==> config.mk <==
export PLATFORM = sky130hd
export DESIGN_NAME = pd_multi_flat
export DESIGN_NICKNAME = d
export VERILOG_FILES = /design/src/rtl/pd_multi_if.sv /design/src/rtl/pd_multi.sv /design/src/flat_wrapper.sv
export SDC_FILE = /design/constraint.sdc
export NUM_CORES = 1
export LEC_CHECK = 0
export BUFFER_PORTS_ARGS = -buffer_cell sky130_fd_sc_hd__buf_2
export CORE_MARGIN = 2
export CORE_UTILIZATION = 43
export DETAILED_ROUTE_END_ITERATION = 8
export PLACE_DENSITY = 0.87
export SLEW_MARGIN = 10
export SYNTH_ARGS = -nofsm -noshare
export SYNTH_HDL_FRONTEND = slang
export SYNTH_SLANG_ARGS = --single-unit
==> constraint.sdc <==
create_clock -name clk -period 4.2 [get_ports clk]
set_clock_uncertainty 0.15 [all_clocks]
set_input_delay 0.63 -clock clk [delete_from_list [all_inputs] [get_ports clk]]
set_output_delay 0.63 -clock clk [all_outputs]
set_load 0.005 [all_outputs]
==> src/rtl/pd_multi_if.sv <==
// pd_multi_if: serial stream, pattern configuration and detect results of pd_multi.
interface pd_multi_if #(
   parameter int SEQ_LEN = 8,
   parameter int NUM_PAT = 4,
   parameter int CNT_W   = 16
);
   localparam int ID_W = NUM_PAT > 1 ? $clog2(NUM_PAT) : 1;
   logic                       x_i;
   logic                       valid_i;
   logic                       clear_i;
   logic                       overlap_i;
   logic [NUM_PAT*SEQ_LEN-1:0] pat_i;
   logic [NUM_PAT*SEQ_LEN-1:0] mask_i;
   logic [NUM_PAT-1:0]         en_i;
   logic [NUM_PAT-1:0]         hit_o;
   logic                       det_o;
   logic [ID_W-1:0]            hit_id_o;
   logic [CNT_W-1:0]           cnt_o;
   modport master (
      output x_i, valid_i, clear_i, overlap_i, pat_i, mask_i, en_i,
      input  hit_o, det_o, hit_id_o, cnt_o
   );
   modport slave (
      input  x_i, valid_i, clear_i, overlap_i, pat_i, mask_i, en_i,
      output hit_o, det_o, hit_id_o, cnt_o
   );
endinterface

==> src/rtl/pd_multi.sv <==
// pd_multi: sliding-window serial detector against NUM_PAT masked runtime patterns.
// Define PD_MATCH_CNT_EN to build the saturating match counter; otherwise cnt_o is 0.
module pd_multi #(
   parameter int SEQ_LEN = 8,
   parameter int NUM_PAT = 4,
   parameter int CNT_W   = 16
) (
   input logic       clk,
   input logic       reset,
   pd_multi_if.slave bus
);
   localparam int ID_W = NUM_PAT > 1 ? $clog2(NUM_PAT) : 1;
   localparam int FW   = $clog2(SEQ_LEN);
   logic [SEQ_LEN-1:0] sr, w;
   logic [FW-1:0]      fill;
   logic               full;
   logic [NUM_PAT-1:0] match, hit;
   logic [ID_W-1:0]    id, hit_id;
   logic               det;
   assign w    = {sr[SEQ_LEN-2:0], bus.x_i};
   assign full = fill == FW'(SEQ_LEN-1);
   always_comb begin
      match = '0;
      for (int k = 0; k < NUM_PAT; k++)
         match[k] = bus.valid_i && full && bus.en_i[k] &&
                    (((w ^ bus.pat_i[k*SEQ_LEN +: SEQ_LEN]) & bus.mask_i[k*SEQ_LEN +: SEQ_LEN]) == '0);
   end
   always_comb begin
      id = '0;
      for (int k = NUM_PAT - 1; k >= 0; k--)
         if (match[k]) id = ID_W'(k);
   end
   // a non-overlapping hit restarts the fill so the next detect needs a fresh window
   always_ff @(posedge clk) begin
      if (reset || bus.clear_i) begin
         sr     <= '0;
         fill   <= '0;
         hit    <= '0;
         det    <= 1'b0;
         hit_id <= '0;
      end else begin
         hit    <= match;
         det    <= |match;
         hit_id <= id;
         if (bus.valid_i) begin
            sr   <= w;
            fill <= (|match && !bus.overlap_i) ? '0 : full ? fill : fill + 1'b1;
         end
      end
   end
   assign bus.hit_o    = hit;
   assign bus.det_o    = det;
   assign bus.hit_id_o = hit_id;
`ifdef PD_MATCH_CNT_EN
   logic [CNT_W-1:0] cnt;
   always_ff @(posedge clk) begin
      if (reset || bus.clear_i) cnt <= '0;
      else if (|match && cnt != '1) cnt <= cnt + 1'b1;
   end
   assign bus.cnt_o = cnt;
`else
   assign bus.cnt_o = '0;
`endif
endmodule

==> src/flat_wrapper.sv <==
// flat-port wrapper written by rule: the top's interface ports become plain ports
module pd_multi_flat 
#(
   parameter int SEQ_LEN = 8,
   parameter int NUM_PAT = 4,
   parameter int CNT_W   = 16
)
  (clk, reset, bus_x_i, bus_valid_i, bus_clear_i, bus_overlap_i, bus_pat_i, bus_mask_i, bus_en_i, bus_hit_o, bus_det_o, bus_hit_id_o, bus_cnt_o);
  pd_multi_if #(.SEQ_LEN(SEQ_LEN), .NUM_PAT(NUM_PAT), .CNT_W(CNT_W)) bus_i ();
  input logic clk;
  input logic reset;
  input wire logic [$bits(bus_i.x_i)-1:0] bus_x_i;
  input wire logic [$bits(bus_i.valid_i)-1:0] bus_valid_i;
  input wire logic [$bits(bus_i.clear_i)-1:0] bus_clear_i;
  input wire logic [$bits(bus_i.overlap_i)-1:0] bus_overlap_i;
  input wire logic [$bits(bus_i.pat_i)-1:0] bus_pat_i;
  input wire logic [$bits(bus_i.mask_i)-1:0] bus_mask_i;
  input wire logic [$bits(bus_i.en_i)-1:0] bus_en_i;
  output wire logic [$bits(bus_i.hit_o)-1:0] bus_hit_o;
  output wire logic [$bits(bus_i.det_o)-1:0] bus_det_o;
  output wire logic [$bits(bus_i.hit_id_o)-1:0] bus_hit_id_o;
  output wire logic [$bits(bus_i.cnt_o)-1:0] bus_cnt_o;
  assign bus_i.x_i = bus_x_i;
  assign bus_i.valid_i = bus_valid_i;
  assign bus_i.clear_i = bus_clear_i;
  assign bus_i.overlap_i = bus_overlap_i;
  assign bus_i.pat_i = bus_pat_i;
  assign bus_i.mask_i = bus_mask_i;
  assign bus_i.en_i = bus_en_i;
  assign bus_hit_o = bus_i.hit_o;
  assign bus_det_o = bus_i.det_o;
  assign bus_hit_id_o = bus_i.hit_id_o;
  assign bus_cnt_o = bus_i.cnt_o;
  pd_multi #(.SEQ_LEN(SEQ_LEN), .NUM_PAT(NUM_PAT), .CNT_W(CNT_W)) u_core (.clk(clk), .reset(reset), .bus(bus_i));
endmodule
==> flow_summary.toml, run 1 <==
[status]
status = "finished, final reports clean"

[detailed_routing]
wirelength_um = 2910
drt_iter0_drc = 42
routedWlPerCell_um = 12.1
drc_errors = 0
dr.pass1.iters = 5
ant_nets = 0
viasPerCell = 4.83
vias = 1158

[synth]
synthesis.area_um2 = 1250
seq_area_frac_synth_pct = 27.1
syn_avg_cell_area_um2 = 9.16
syn-instance-count = 137
yosys_register_bits = 17
yosysUniqueCellTypes = 27
yosys_warnings = 0

[setup_path]
cp.required_ps = 4230
worst-path-buf-inv = 1
endpoint_kind = "register"
path_cells = "buf_2, xor2_1, a222oi_1, nand3_1, a41oi_2, nor3_1"
critPathKind = "input port to register"
critPathTopFamily = "compound AO/OA/AOI/OAI gates"
slowest_stage = "a222oi_1"
critical_path.max_stage_delay_ps = 430
rrSetupSlack_ps = 2290
cp-start-kind = "input port"
crit_fanout = 5
cp.depth = 6
crit_arrival_ps = 1970
r2r_cells = 7

[floorplanning]
io_pins = 97
die_x_um = 58.0
num_rows = 19
core_um2 = 2760
die_h_um = 58.0
initial_core_util_pct = 45.5
die-area_um2 = 3370

[timing]
max_freq_ghz = 0.516
setup_viol = 0
maxSlewViolCount = 0
rsz0062_at_grt = "no"
period_minus_slack_ps = 1940
layout_setup_ws_ps = 2260
period_share_pct = 46.2
hold_violations = 0
final.setup.tns_ps = 0

[flow_run]
drv_cap = 0

[clock_tree]
cts_tree = "done"
clkSinkCount = 17
postCtsResizedCells = 0
clock_latency_ps = 290
numCtsBuffers = 3
clk_pin_slew_worst_paths_ps = 100
cts-hold-fix-buffers = 0
h-tree-depth = 1
post-cts-setup-buffers = 0
root_buffer = "clkbuf_4"
cts_buffer_depth = 2

[finish]
diodes = 0
final_core_util_pct = 58.1
area_growth_pct = 27.6
final_nets = 286
drive_gt1_share_pct = 44.0

[pwr]
power_density_nw_per_um2 = 204
irDropWorstVdd_mv = 0.159
power.leakage_nw = 0.887
finalPower_mw = 0.326

[placed_design]
dp_hpwl_um = 2480
io_buffer_count = 80
post-place-ws_ps = 1960
place.gp.congestion = 0.780

[grt]
use_met2_pct = 32.5
grt_pass1_wl_um = 4530
gr-usage-met1_pct = 19.4
antenna_found_initial = 0
grt_usage_pct = 17.3
grt.busiest_layer = "met2"
grt_util_met3_pct = 4.46
overflow = 0
grt_pass1_vias = 1122
grt_max_degree = 17

[min_path]
hold_path.class = "register to register"
hold_depth = 2
## worst paths after layout
path                                      from              to
worst max register to register  u_core.fill[0]  u_core.fill[1]
worst min-delay path            u_core.fill[2]  u_core.fill[2]
worst min register to register  u_core.fill[2]  u_core.fill[2]
worst max-delay path                   bus_x_i  u_core.fill[1]
## metrics by stage
step	cells	area, µm²	hold WS (ps)
after CTS	240	1600	402
after detailed placement	236	1570	376
final	240	1600	407
after global routing	240	1600	429
after floorplan	152	1310	352
after global placement	236	1570	381
## cell families after synthesis
kind of cell / synth area share [%]
compound gates: 14.1
fa+ha+maj: 1.99
flops: 27.1
mux: 7.18
xor+xnor: 23.0
simple gates: 12.3
other cells: 0.299
buf+inv: 14.1
## placed cells by master, fill, tap and decap left out
cell | synthesis | routed
ha_1 | 2 | 2
a221oi_2 | 3 | 3
a21oi_1 | 5 | 5
conb_1 | 1 | 16
xnor2_1 | 1 | 1
nor2_1 | 11 | 11
nor3b_2 | 1 | 1
xor2_1 | 32 | 32
a222oi_1 | 4 | 4
and2_4 | 1 | 1
nand3_2 | 1 | 1
a31oi_1 | 1 | 1
clkinv_2 | 0 | 1
nor3_1 | 3 | 3
nor2b_1 | 1 | 1
buf_2 | 6 | 80
clkbuf_4 | 0 | 3
nand2b_1 | 3 | 3
a221oi_1 | 1 | 1
nand3_1 | 7 | 7
a22o_1 | 4 | 4
a41oi_2 | 1 | 1
dfxtp_1 | 17 | 17
or2_2 | 1 | 1
mux2i_1 | 9 | 9
## cells in the mapped netlist
cell	number	area [µm²]
buf_1	1	3.75
a41oi_2	1	16.3
or2_2	1	6.26
a222oi_1	4	40.0
conb_1	1	3.75
buf_4	16	120
ha_1	2	25.0
nor2_1	11	41.3
nand3_1	7	35.0
mux2i_1	9	90.1
a31oi_1	1	6.26
a21oi_1	5	25.0
clkbuf_1	3	11.3
and2_4	1	8.76
nor3_1	3	15.0
xor2_1	32	280
buf_6	1	11.3
a221oi_2	3	45.0
nand3_2	1	10.0
a221oi_1	1	8.76
nand2b_1	3	18.8
nor3b_2	1	12.5
nor2b_1	1	6.26
a22o_1	4	35.0
buf_2	6	30.0
xnor2_1	1	8.76
dfxtp_1	17	340
## area by class of cell
type | instances | area, µm²
clock buffer | 3 | 22.5
tap | 31 | 38.8
sequential | 17 | 340
fill | 247 | 1160
clock inverter | 1 | 5.00
timing repair buffer | 80 | 400
multi-input combinational | 108 | 795
## worst reg2reg max path, stage by stage (launching register included)
cell     delay, ps
dfxtp_1        370
ha_1           170
ha_1           270
nand3_1        110
a21oi_1        170
nand3_1        190
a41oi_2        290
nor3_1          80
## metal layers
layer	vias to the layer above	wire length, µm
met2	45	1550
met5	-	0
met4	0	0
met3	0	236
met1	533	1120
li1	580	-
## power by group
part | internal, mW | switching [mW]
Combinational | 0.0429 | 0.0336
Clock | 0.0354 | 0.0507
Sequential | 0.162 | 0.00147
Total | 0.241 | 0.0858
## registers in the layout (all words and copies together) (netlist names)
register and count:
u_core.fill 3, u_core.sr 7, u_core.bus.hit_id_o 2, u_core.bus.det_o 1, u_core.bus.hit_o 4
Power figures use the tool's default switching activity.
==> run 2: changes to the inputs <==
--- a/config.mk
+++ b/config.mk
@@ -5,11 +5,12 @@
 export SDC_FILE = /design/constraint.sdc
 export NUM_CORES = 1
 export LEC_CHECK = 0
+export ABC_AREA = 1
 export BUFFER_PORTS_ARGS = -buffer_cell sky130_fd_sc_hd__buf_2
 export CORE_MARGIN = 2
 export CORE_UTILIZATION = 43
 export DETAILED_ROUTE_END_ITERATION = 8
-export PLACE_DENSITY = 0.87
+export PLACE_DENSITY = 0.82
 export SLEW_MARGIN = 10
 export SYNTH_ARGS = -nofsm -noshare
 export SYNTH_HDL_FRONTEND = slang
==> constraint.sdc (replaced) <==
create_clock -name clk -period 1.85 [get_ports clk]
set_clock_uncertainty 0.15 [all_clocks]
set_input_delay 0.2775 -clock clk [delete_from_list [all_inputs] [get_ports clk]]
set_output_delay 0.2775 -clock clk [all_outputs]
set_load 0.005 [all_outputs]
==> flow_summary.toml, run 2 <==
[timing]
max_freq_ghz = 0.540
final.setup.tns_ps = -2.84
maxSlewViolCount = 0
rsz0062_at_grt = "yes"
setup_viol = 1
whs_ps = 170
period_minus_slack_ps = 1850
period_share_pct = 100
layout_setup_ws_ps = -2.84
hold_violations = 0

[synth]
yosys.area_share.simple_pct = 47.7
syn_avg_cell_area_um2 = 5.91
synth_compound_area_share_pct = 8.61
yosysUniqueCellTypes = 24
yosys.area.top_type_share_pct = 22.7
synth_area_leaders = "dfxtp_1 (23%), nand2_1 (19%), buf_4 (9.0%)"
synthesis.area_um2 = 1500
yosys_warnings = 0
synth_common_cells = "nand2_1 (75), nor2_1 (33), inv_1 (28), nand3_1 (27), buf_4 (18)"
synthAdderAreaFrac_pct = 1.67
yosys_register_bits = 17
synth_top_family_by_area = "simple AND/OR/NAND/NOR gates"
async_reset_ff_share_pct = 0
synth-edff-count = 0
seq_area_frac_synth_pct = 22.7
synth_top_area_cell = "dfxtp_1"
synth-main-ff-cell = "dfxtp_1"
syn-instance-count = 253
synth_xor_area_share_pct = 0
synth.most_common_cell = "nand2_1"
synth_mux_area_share_pct = 0

[clock_tree]
cts_buffer_depth = 2
clkSinkCount = 17
root_buffer = "clkbuf_4"
clock_latency_ps = 280
cts_tree = "done"
cts-hold-fix-buffers = 0
h-tree-depth = 1
clk_pin_slew_worst_paths_ps = 100
numCtsBuffers = 3

[floorplanning]
io_pins = 97
num_rows = 21
core_um2 = 3340
die_x_um = 63.0
die_h_um = 63.0
die-area_um2 = 3970
initial_core_util_pct = 44.8

[detailed_routing]
vias = 1748
routedWlPerCell_um = 9.77
viasPerCell = 4.53
drc_errors = 0
ant_nets = 0
dr.pass1.iters = 4
wirelength_um = 3770
drt_iter0_drc = 57

[finish]
final_common_cell = "buf_2"
largest_register_ffs = 7
area_growth_pct = 34.5
top_register = "u_core.sr"
final_nets = 417
diodes = 0
final_cell_mix = "buf_2 (80), nand2_1 (75), nor2_1 (30), inv_1 (28), nand3_1 (25)"
drive_gt1_share_pct = 35.6
final_area_um2 = 2010
final_core_util_pct = 60.3

[grt]
overflow = 0
antenna_found_initial = 0
grt_pass1_wl_um = 6400
grt_max_degree = 16
grt_usage_pct = 19.6
grt_pass1_vias = 1459

[setup_path]
endpoint_kind = "register"
cp.required_ps = 1880
crit_fanout = 5
r2r_cells = 12
crit_arrival_ps = 1890
cp-start-kind = "register"
rrSetupSlack_ps = -3
setup.worst_path.start = "u_core.fill[1]"
rr_startpoint = "u_core.fill[1]"
critPathKind = "register to register"

[status]
violations = "negative setup slack"
status = "finished with violations"

[placed_design]
io_buffer_count = 80
placed_area_um2 = 1900
place.gp.congestion = 0.902
dp_hpwl_um = 3110

[pwr]
power_density_nw_per_um2 = 407
power.leakage_nw = 1.15
finalPower_mw = 0.819
irDropWorstVdd_mv = 0.191

[min_path]
min-delay-start = "bus_x_i"
hold_path.class = "input port to register"
hold_depth = 3

[flow_run]
drv_cap = 0
run 2: cell count changes after synthesis, sizes merged, moves of 5 or more:
cell   delta
nand3    +22
o21ai    +12
xor2     -32
mux2i     -9
nand2    +79
nor2     +24
or2       +9
inv      +32
a21oi     +5
run 2: cell type report:
type                       instances  area [µm²]
inverter                          33         124
timing repair buffer              90         475
sequential                        17         348
fill                             324        1320
multi-input combinational        196         982
clock buffer                       4        26.3
tap                               46        57.6
run 2: what timing repair did:
action                                  in CTS  in global routing
setup buffers                                2                  1
gates resized for setup                      9                  7
endpoints found under the setup margin       3                  3
pin swaps                                    7                 11
run 2: stage by stage:
stage          setup WS, ps  instances
2_1_floorplan          15.3        268
5_1_grt                -102        386
3_5_place_dp          -48.8        379
6_report              -2.84        386
3_3_place_gp           33.1        379
4_1_cts                18.9        385
run 2: worst paths after layout:
| path | end |
|---|---|
| max | u_core.fill[2] |
| min | u_core.sr[0] |
| max reg2reg | u_core.fill[2] |
| min reg2reg | u_core.fill[2] |
run 2: cell families after synthesis:
kind of cell | count (synthesis)
adder cells (fa/ha/maj) | 2
other | 1
flip-flops | 17
AO/OA/AOI/OAI | 22
AND/OR/NAND/NOR | 156
buffers and inverters | 55
run 2: layer usage:
| metal | global-route usage (%) | up-vias | wire [µm] |
|---|---|---|---|
| met5 | 0 | - | 0 |
| met1 | 26.8 | 752 | 1700 |
| met4 | 4.17 | 0 | 16 |
| met3 | 2.70 | 2 | 294 |
| met2 | 32.6 | 72 | 1760 |
| li1 | - | 922 | - |
run 2: where the power goes:
part / internal, mW / switching (mW) / total, mW
Clock: 0.0837 / 0.111 / 0.194
Sequential: 0.372 / 0.0147 / 0.387
Combinational: 0.115 / 0.123 / 0.237
Total: 0.571 / 0.248 / 0.819
run 2: critical path, cell delays in order, from the launching register on:
cell	delay [ps]
dfxtp_4	370
ha_4	170
ha_4	160
nand2_4	80
nor2_2	40
o21ai_1	70
nor2_1	70
nand3_2	100
nand2_4	70
o21ai_4	210
nand2_4	100
a21oi_2	120
nor2_1	50
